**config.mk**
```make
export PLATFORM = sky130hd
export DESIGN_NAME = rsb_ret_fifo
export DESIGN_NICKNAME = d
export VERILOG_FILES = /design/src/rtl/rsb_ret_pkg.sv /design/src/rtl/rsb_ret_fifo.sv
export SDC_FILE = /design/constraint.sdc
export NUM_CORES = 1
export LEC_CHECK = 0
export ABC_CLOCK_PERIOD_IN_PS = 16219
export BUFFER_PORTS_ARGS = -buffer_cell sky130_fd_sc_hd__buf_2
export CAP_MARGIN = 20
export CORE_ASPECT_RATIO = 0.6
export CORE_MARGIN = 2
export CORE_UTILIZATION = 50
export DETAILED_ROUTE_END_ITERATION = 8
export PLACE_DENSITY = 0.65
export SYNTH_ARGS = -nofsm -noshare
export SYNTH_HDL_FRONTEND = slang
export SYNTH_SLANG_ARGS = --single-unit
```
**constraint.sdc**
```tcl
create_clock -name clk -period 16.22 [get_ports clk]
set_input_delay 1.622 -clock clk [delete_from_list [all_inputs] [get_ports clk]]
set_output_delay 1.622 -clock clk [all_outputs]
set_load 0.01 [all_outputs]
```
**src/rtl/rsb_ret_pkg.sv**
```systemverilog
// Shared definitions for the return-stack-buffer return checker.
// Holds the default address MSB, RSB depth, stomp-count width, the FSM
// state encoding and a saturating helper for the stomp count.
package rsb_ret_pkg;

  localparam int RSB_AMSB  = 79;
  localparam int RSB_DEPTH = 8;
  localparam int STOMP_W   = 3;

  // Largest value representable on the stompedRets port.
  localparam logic [7:0] STOMP_MAX = 8'd7;

  typedef enum logic {
    ST_RUN     = 1'b0,
    ST_RECOVER = 1'b1
  } rsb_state_e;

  // Saturate a small entry count to the stomp-count width.
  function automatic logic [STOMP_W-1:0] sat_stomp(input logic [7:0] n);
    logic [STOMP_W-1:0] r;
    if (n > STOMP_MAX) begin
      r = STOMP_MAX[STOMP_W-1:0];
    end else begin
      r = n[STOMP_W-1:0];
    end
    return r;
  endfunction

endpackage

```
**src/rtl/rsb_ret_fifo.sv**
```systemverilog
// Circular FIFO of predicted return addresses.
// Ports:
//   clk, rst          clock, asynchronous active-low reset
//   i_push/i_push_data write entry at tail (dropped when full)
//   i_pop             discard head entry (ignored when empty)
//   i_clear           empty the FIFO; overrides push and pop
//   o_head_data       oldest entry (combinational read)
//   o_count/o_full/o_empty  registered occupancy
module rsb_ret_fifo
  import rsb_ret_pkg::*;
#(
  parameter int AMSB  = RSB_AMSB,
  parameter int DEPTH = RSB_DEPTH
) (
  input  logic                       clk,
  input  logic                       rst,
  input  logic                       i_push,
  input  logic [AMSB:0]              i_push_data,
  input  logic                       i_pop,
  input  logic                       i_clear,
  output logic [AMSB:0]              o_head_data,
  output logic [$clog2(DEPTH):0]     o_count,
  output logic                       o_full,
  output logic                       o_empty
);

  localparam int PW = $clog2(DEPTH);
  localparam int CW = PW + 1;
  localparam logic [PW-1:0] PTR_ONE   = PW'(1);
  localparam logic [CW-1:0] CNT_ONE   = CW'(1);
  localparam logic [CW-1:0] CNT_DEPTH = CW'(DEPTH);

  logic [AMSB:0]   r_mem [DEPTH];
  logic [PW-1:0]   r_head;
  logic [PW-1:0]   r_tail;
  logic [CW-1:0]   r_count;
  logic            r_full;
  logic            r_empty;
  logic            w_push_ok;
  logic            w_pop_ok;
  logic [CW-1:0]   w_count_nxt;

  assign w_push_ok = i_push & ~r_full  & ~i_clear;
  assign w_pop_ok  = i_pop  & ~r_empty & ~i_clear;

  // Next occupancy from accepted push/pop, clear takes priority.
  always_comb begin
    w_count_nxt = r_count;
    if (i_clear) begin
      w_count_nxt = '0;
    end else begin
      case ({w_push_ok, w_pop_ok})
        2'b10:   w_count_nxt = r_count + CNT_ONE;
        2'b01:   w_count_nxt = r_count - CNT_ONE;
        default: w_count_nxt = r_count;
      endcase
    end
  end

  // Pointer, count and flag registers; pointers wrap modulo DEPTH.
  always_ff @(posedge clk or negedge rst) begin
    if (!rst) begin
      r_head  <= '0;
      r_tail  <= '0;
      r_count <= '0;
      r_full  <= 1'b0;
      r_empty <= 1'b1;
    end else begin
      if (i_clear) begin
        r_head <= '0;
        r_tail <= '0;
      end else begin
        if (w_push_ok) r_tail <= r_tail + PTR_ONE;
        if (w_pop_ok)  r_head <= r_head + PTR_ONE;
      end
      r_count <= w_count_nxt;
      r_full  <= (w_count_nxt == CNT_DEPTH);
      r_empty <= (w_count_nxt == '0);
    end
  end

  // Storage array; contents are don't-care until written, so no reset.
  always_ff @(posedge clk) begin
    if (w_push_ok) begin
      r_mem[r_tail] <= i_push_data;
    end
  end

  assign o_head_data = r_mem[r_head];
  assign o_count     = r_count;
  assign o_full      = r_full;
  assign o_empty     = r_empty;

endmodule

```
==> results of run 1 <==
## synth_stat cells, types with 2 or more instances
cell type	n	share of area (%)
nor2_1	20	0.30
mux2i_1	3	0.12
buf_2	14	0.28
nand3b_1	2	0.061
a21oi_1	3	0.061
mux2_2	80	3.6
clkbuf_1	24	0.36
nand2_1	5	0.076
edfxtp_1	640	78
mux4_2	160	15
nand2b_1	4	0.10
xor2_1	4	0.14
dfrtp_1	11	1.1
nor2b_1	3	0.076
nor3_1	2	0.040
ha_1	5	0.25
xnor2_1	3	0.11
buf_6	10	0.46
## power by group
part	internal (uW)	switching (uW)
Clock	790	573
Combinational	114	113
Sequential	1880	17.4
## metal layers
metal / up-vias / wire length (um)
met5: - / 21
met4: 4 / 821
met3: 70 / 2200
met2: 224 / 23000
met1: 5794 / 21000
li1: 4692 / -
## through the flow
stage / utilization (%) / hold WS, ns / std cells
floorplan: - / 0.550 / 1006
global placement: 53.6 / 0.582 / 1797
detailed placement: 53.6 / 0.592 / 1797
CTS: 57.5 / 0.616 / 1899
global route: 57.5 / 0.680 / 1901
finish: 57.5 / 0.615 / 1902
## cells in the final DEF, fill, tap and decap left out, drive strengths merged
| cell type | instances |
|---|---|
| a31o | 1 |
| nor2b | 3 |
| a2bb2oi | 1 |
| dfstp | 1 |
| nand2 | 5 |
| clkinvlp | 1 |
| dfrtp | 11 |
| clkinv | 18 |
| o211ai | 1 |
| nor2 | 20 |
| o41ai | 1 |
| clkbuf | 73 |
| a21oi | 3 |
| or2 | 1 |
| or4b | 1 |
| mux2i | 3 |
| bufinv | 8 |
| nor3 | 2 |
| mux2 | 80 |
| nor4bb | 1 |
| xor2 | 4 |
| a21bo | 1 |
| ha | 5 |
| inv | 3 |
| xnor2 | 3 |
| edfxtp | 640 |
| nand3b | 2 |
| diode | 2 |
| nand2b | 4 |
| buf | 190 |
| and2 | 1 |
| a211oi | 1 |
| a22o | 1 |
| mux4 | 160 |
## critical path, cell delays in order, from the launching register on
cell and delay, ns:
dfrtp_4 1.08, buf_4 0.69, mux4_2 0.59, mux2_2 0.30, buf_2 0.15
## sequential cells by signal, summed over array words and instances, names as in the netlist
name	flops
o_full	1
r_head	3
r_mem	640
o_count	4
r_tail	3
o_empty	1
## layout make-up
| cell class | instances | share of cell area [%] |
|---|---|---|
| timing repair buffer | 190 | 3.66 |
| clock inverter | 29 | 1.22 |
| inverter | 1 | 0.0133 |
| sequential | 652 | 69.1 |
| multi-input combinational | 305 | 17.7 |
| tap | 650 | 2.88 |
| clock buffer | 73 | 5.41 |
| antenna | 2 | 0.0177 |
## path summary, 6_finish.rpt
kind	slack (ns)	to
worst min register to register	0.62	r_tail[0]
worst min-delay path	0.62	r_tail[0]
max in group asynchronous	15.03	o_empty
min in group asynchronous	0.91	r_head[0]
worst max-delay path	11.15	o_head_data[18]
worst max register to register	12.88	r_mem[4][73]
## cells by family (layout without fill, tap and decap cells)
group                    after synthesis  count (layout)  share of synthesized area, %
other                                  0               2                             0
XOR/XNOR                               7               7                         0.248
AND/OR/NAND/NOR                       40              40                         0.789
AO/OA/AOI/OAI                         10              10                         0.329
flip-flops                           652             652                          78.9
adder cells (fa/ha/maj)                5               5                         0.253
buffers and inverters                 49             293                          1.12
multiplexers                         243             243                          18.3
==> metrics.txt, run 1 <==
outcome=completed; Max VDD drop=93.8 uV; die area=51300 um2; die width=291 um; WL/cell=24.7 um; layout cells sized above 1=41.9%; Pre-antenna DRT Iters=4; Mapped Avg Cell Area=24.6 um2; antenna violations before repair=5; RR Startpoint=o_full; global-route layer with the greatest usage=met2; startpoint class of the critical path=flip-flop; Cell Pwr Density=123 nW/um2; area delta synth->final=14.2%; Post-synth ARST share=1.84%; Worst-path clk slew=0.06 ns; design area=28200 um2; post-CTS resize count=0; Worst Hold Launch=r_tail[0]; nets@finish=1297; Post-Synthesis Cells=1006; Seq/Total Area, Yosys=78.9%; GP Congestion=0.718; HP Class=reg -> reg; Mapped Nets=1096; CTS sink cnt=652; GR Layer Usage met3=3.61%; post-synthesis cell type count=31; first-pass GRT wire length=71.0 mm; IO buf count=170; Die Height=176 um; Top FF cell, synth=edfxtp_1; Final min period=5.07 ns; LEAKAGE=0.00894 uW; Core Box Area=49100 um2; CTS tree=done; Place WS=11.45 ns; clock buffer depth=3; Worst Hold Path Cells=2; CP arrival=3.45 ns; setup total negative slack=0 ns; Tcrit/Tclk final=31.3%; final worst slack=11.15 ns; Num CTS Buffers=57; Setup Viol. Count Final=0; Post-synth EDFFs=640; H-Tree Depth=2; Worst Max-Slew Pin Slew=1.07 ns; Yosys reg bits=652; Post-Route WL=47.1 mm; fill cell count=3558; Post-CTS Setup Repair Bufs=0; cell area after synthesis=24700 um2; max_slew headroom=28.4%; cts hold-fix bufs=0; Skew-Pair Late Insertion Delay=0.58 ns; Slew Viols, Final=0; # DRC=0; grt ovf=0; Fin. Hold Viols=0; Worst Setup SP=r_head[0]; row count=63; DR vias/cell=5.67; M2 GR Usage=30.8%; CP max FO=48; multi-input logic area=4990 um2; detailed placement HPWL=24.0 mm; CP Capture Type=primary output; Setup CP Type=reg -> out; DP Area=26300 um2; starting density of the core=50.4%; vias=10800; Power Total=3490 uW; Max-cap violations=0; reg2reg path depth=5; clk root buf=clkbuf_16; register area=19500 um2; largest net degree at the start of global routing=85; Setup Skew=0.0141 ns; Ports=171; iteration-0 DRC count of the detailed router=735; Worst Path Required=14.60 ns; remaining antenna violation count=0; vias in the first global route=11400; YS warnings=0; RSZ-0062 raised after global routing=no; met1 Use GR=26.1%; FMAX=0.197 GHz; gr usage total=18.6%
No activity file was read; power rests on OpenSTA's default activity.
==> inputs of run 2 (changes only) <==
--- a/config.mk
+++ b/config.mk
@@ -5,14 +5,14 @@
 export SDC_FILE = /design/constraint.sdc
 export NUM_CORES = 1
 export LEC_CHECK = 0
-export ABC_CLOCK_PERIOD_IN_PS = 16219
+export ABC_CLOCK_PERIOD_IN_PS = 4059
 export BUFFER_PORTS_ARGS = -buffer_cell sky130_fd_sc_hd__buf_2
 export CAP_MARGIN = 20
 export CORE_ASPECT_RATIO = 0.6
 export CORE_MARGIN = 2
 export CORE_UTILIZATION = 50
 export DETAILED_ROUTE_END_ITERATION = 8
-export PLACE_DENSITY = 0.65
+export PLACE_DENSITY = 0.68
 export SYNTH_ARGS = -nofsm -noshare
 export SYNTH_HDL_FRONTEND = slang
 export SYNTH_SLANG_ARGS = --single-unit
==> constraint.sdc (replaced) <==
create_clock -name clk -period 4.06 [get_ports clk]
set_input_delay 0.406 -clock clk [delete_from_list [all_inputs] [get_ports clk]]
set_output_delay 0.406 -clock clk [all_outputs]
set_load 0.01 [all_outputs]
==> run 2 against run 1 <==
  * Sequential cell count unchanged
  * Cell area up 0.66%
  * Critical path depth unchanged
  * Largest cell class unchanged
  * Sequential power rose to 4.0 times the previous value
  * Combinational power rose to 4.1 times the previous value
  * Largest power group unchanged
==> metrics.txt, run 2 (synthesis results as in run 1) <==
worst reg2reg endpoint=r_mem[4][3]; Power Total=13800 uW; Tcrit/Tclk final=81.2%; reg2reg path depth=5; Setup Viol. Count Final=0; most common cell after layout, fill and taps aside=edfxtp_1; Place WS=1.29 ns; first-pass GRT wire length=70.8 mm; Biggest register=r_mem; largest net degree at the start of global routing=63; CP arrival=2.89 ns; CP Capture Type=primary output; post-CTS resize count=0; LEAKAGE=0.00898 uW; row count=63; IO buf count=170; Skew-Pair Late Insertion Delay=0.58 ns; FMAX=0.303 GHz; most frequent cells in the layout=640 x edfxtp_1, 170 x buf_2, 160 x mux4_2; Layout Utilization=57.9%; Ports=171; crit-path cells=buf_12 > mux4_2 > mux2_2 > buf_2; Num CTS Buffers=57; Post-Route WL=46.8 mm; Slew Viols, Final=0; layout cells sized above 1=42.0%; Top Family by Delay on Critical Path=flip-flops; Pre-antenna DRT Iters=7; CTS sink cnt=652; Buf/Inv on CP=2; antenna violations before repair=3; Final min period=3.30 ns; setup total negative slack=0 ns; design area=28400 um2; Worst Max-Slew Pin Slew=0.933 ns; CTS tree=done; Core Box Area=49100 um2; outcome=completed; grt ovf=0; die area=51300 um2; RSZ-0062 raised after global routing=no; Worst Path Required=3.65 ns; Max-cap violations=0; Worst Hold Path Cells=1; Fin. Hold Viols=0; # DRC=0; area delta synth->final=15.0%; startpoint class of the critical path=flip-flop; max_slew headroom=37.8%; DP Area=26600 um2; remaining antenna violation count=0; iteration-0 DRC count of the detailed router=898; WL/cell=24.5 um; Post-CTS Setup Repair Bufs=0; gr usage total=18.4%; die width=291 um; clock buffer depth=3; detailed placement HPWL=25.6 mm; RR Startpoint=o_full; H-Tree Depth=2; cts hold-fix bufs=1; Largest register FFs=640; Worst-path clk slew=0.07 ns; vias=10800; Die Height=176 um; Slowest cell on crit path=dfrtp_4; Setup Skew=0.0164 ns; Max stage delay on crit path=0.91 ns; flop-to-flop setup slack=1.39 ns; Worst Hold Launch=i_push_data[34]; Setup CP Type=reg -> out; HP Class=in -> reg; vias in the first global route=11400; nets@finish=1307; final worst slack=0.761 ns; DR vias/cell=5.64; Cell Pwr Density=486 nW/um2; Worst Hold End=r_mem[2][34]; starting density of the core=50.4%; GP Congestion=0.714; clk root buf=clkbuf_16; CP max FO=35; Max VDD drop=294 uV
-- run 2: cell count changes in the layout (fill, tap and decap cells not counted), sizes merged --
cell and change:
buf +9, clkbuf +2, clkinv -2, inv -2, bufinv -1, dlygate4sd3 +1
-- run 2: layer usage --
| metal | up-vias | global-route usage (%) | share of wire, % |
|---|---|---|---|
| li1 | 4708 | - | - |
| met1 | 5739 | 26.2 | 44 |
| met2 | 240 | 30.3 | 49 |
| met3 | 73 | 3.59 | 5.1 |
| met4 | 4 | 3.58 | 1.5 |
| met5 | - | 0 | 0.058 |
-- run 2: layout make-up --
type | count | area [um2]
timing repair buffer | 200 | 1270
inverter | 1 | 3.75
tap | 650 | 813
sequential | 652 | 19500
fill | 3528 | 20700
antenna | 2 | 5.00
multi-input combinational | 305 | 5000
clock buffer | 75 | 1520
clock inverter | 24 | 299
-- run 2: worst max path at each step --
stage	start	endpoint	depth (start not counted)
after floorplan	i_push	r_mem[6][0]	4
after global placement	r_head[0]	o_head_data[2]	4
after detailed placement	i_push	r_mem[2][30]	6
final	r_head[0]	o_head_data[10]	4
after CTS	r_head[0]	o_head_data[2]	4
after global routing	r_head[0]	o_head_data[2]	4
-- run 2: per-stage QoR --
step,hold slack (ns),std cells
after floorplan,0.110,1006
after global placement,0.294,1807
after detailed placement,0.300,1807
after CTS,0.0571,1907
after global routing,0.0794,1907
final,0.0891,1909
-- run 2: worst reg2reg max path: stages (launching register included) --
cell	delay [ns]
dfrtp_1	0.38
nor2b_1	0.36
nand2b_1	0.17
or2_2	0.40
nor2_4	0.45
buf_4	0.50
-- run 2: report_power, final --
group | total, uW | switching (uW) | internal, uW
combinational | 942 | 467 | 475
clock | 5330 | 2280 | 3050
sequential | 7560 | 59.2 | 7500
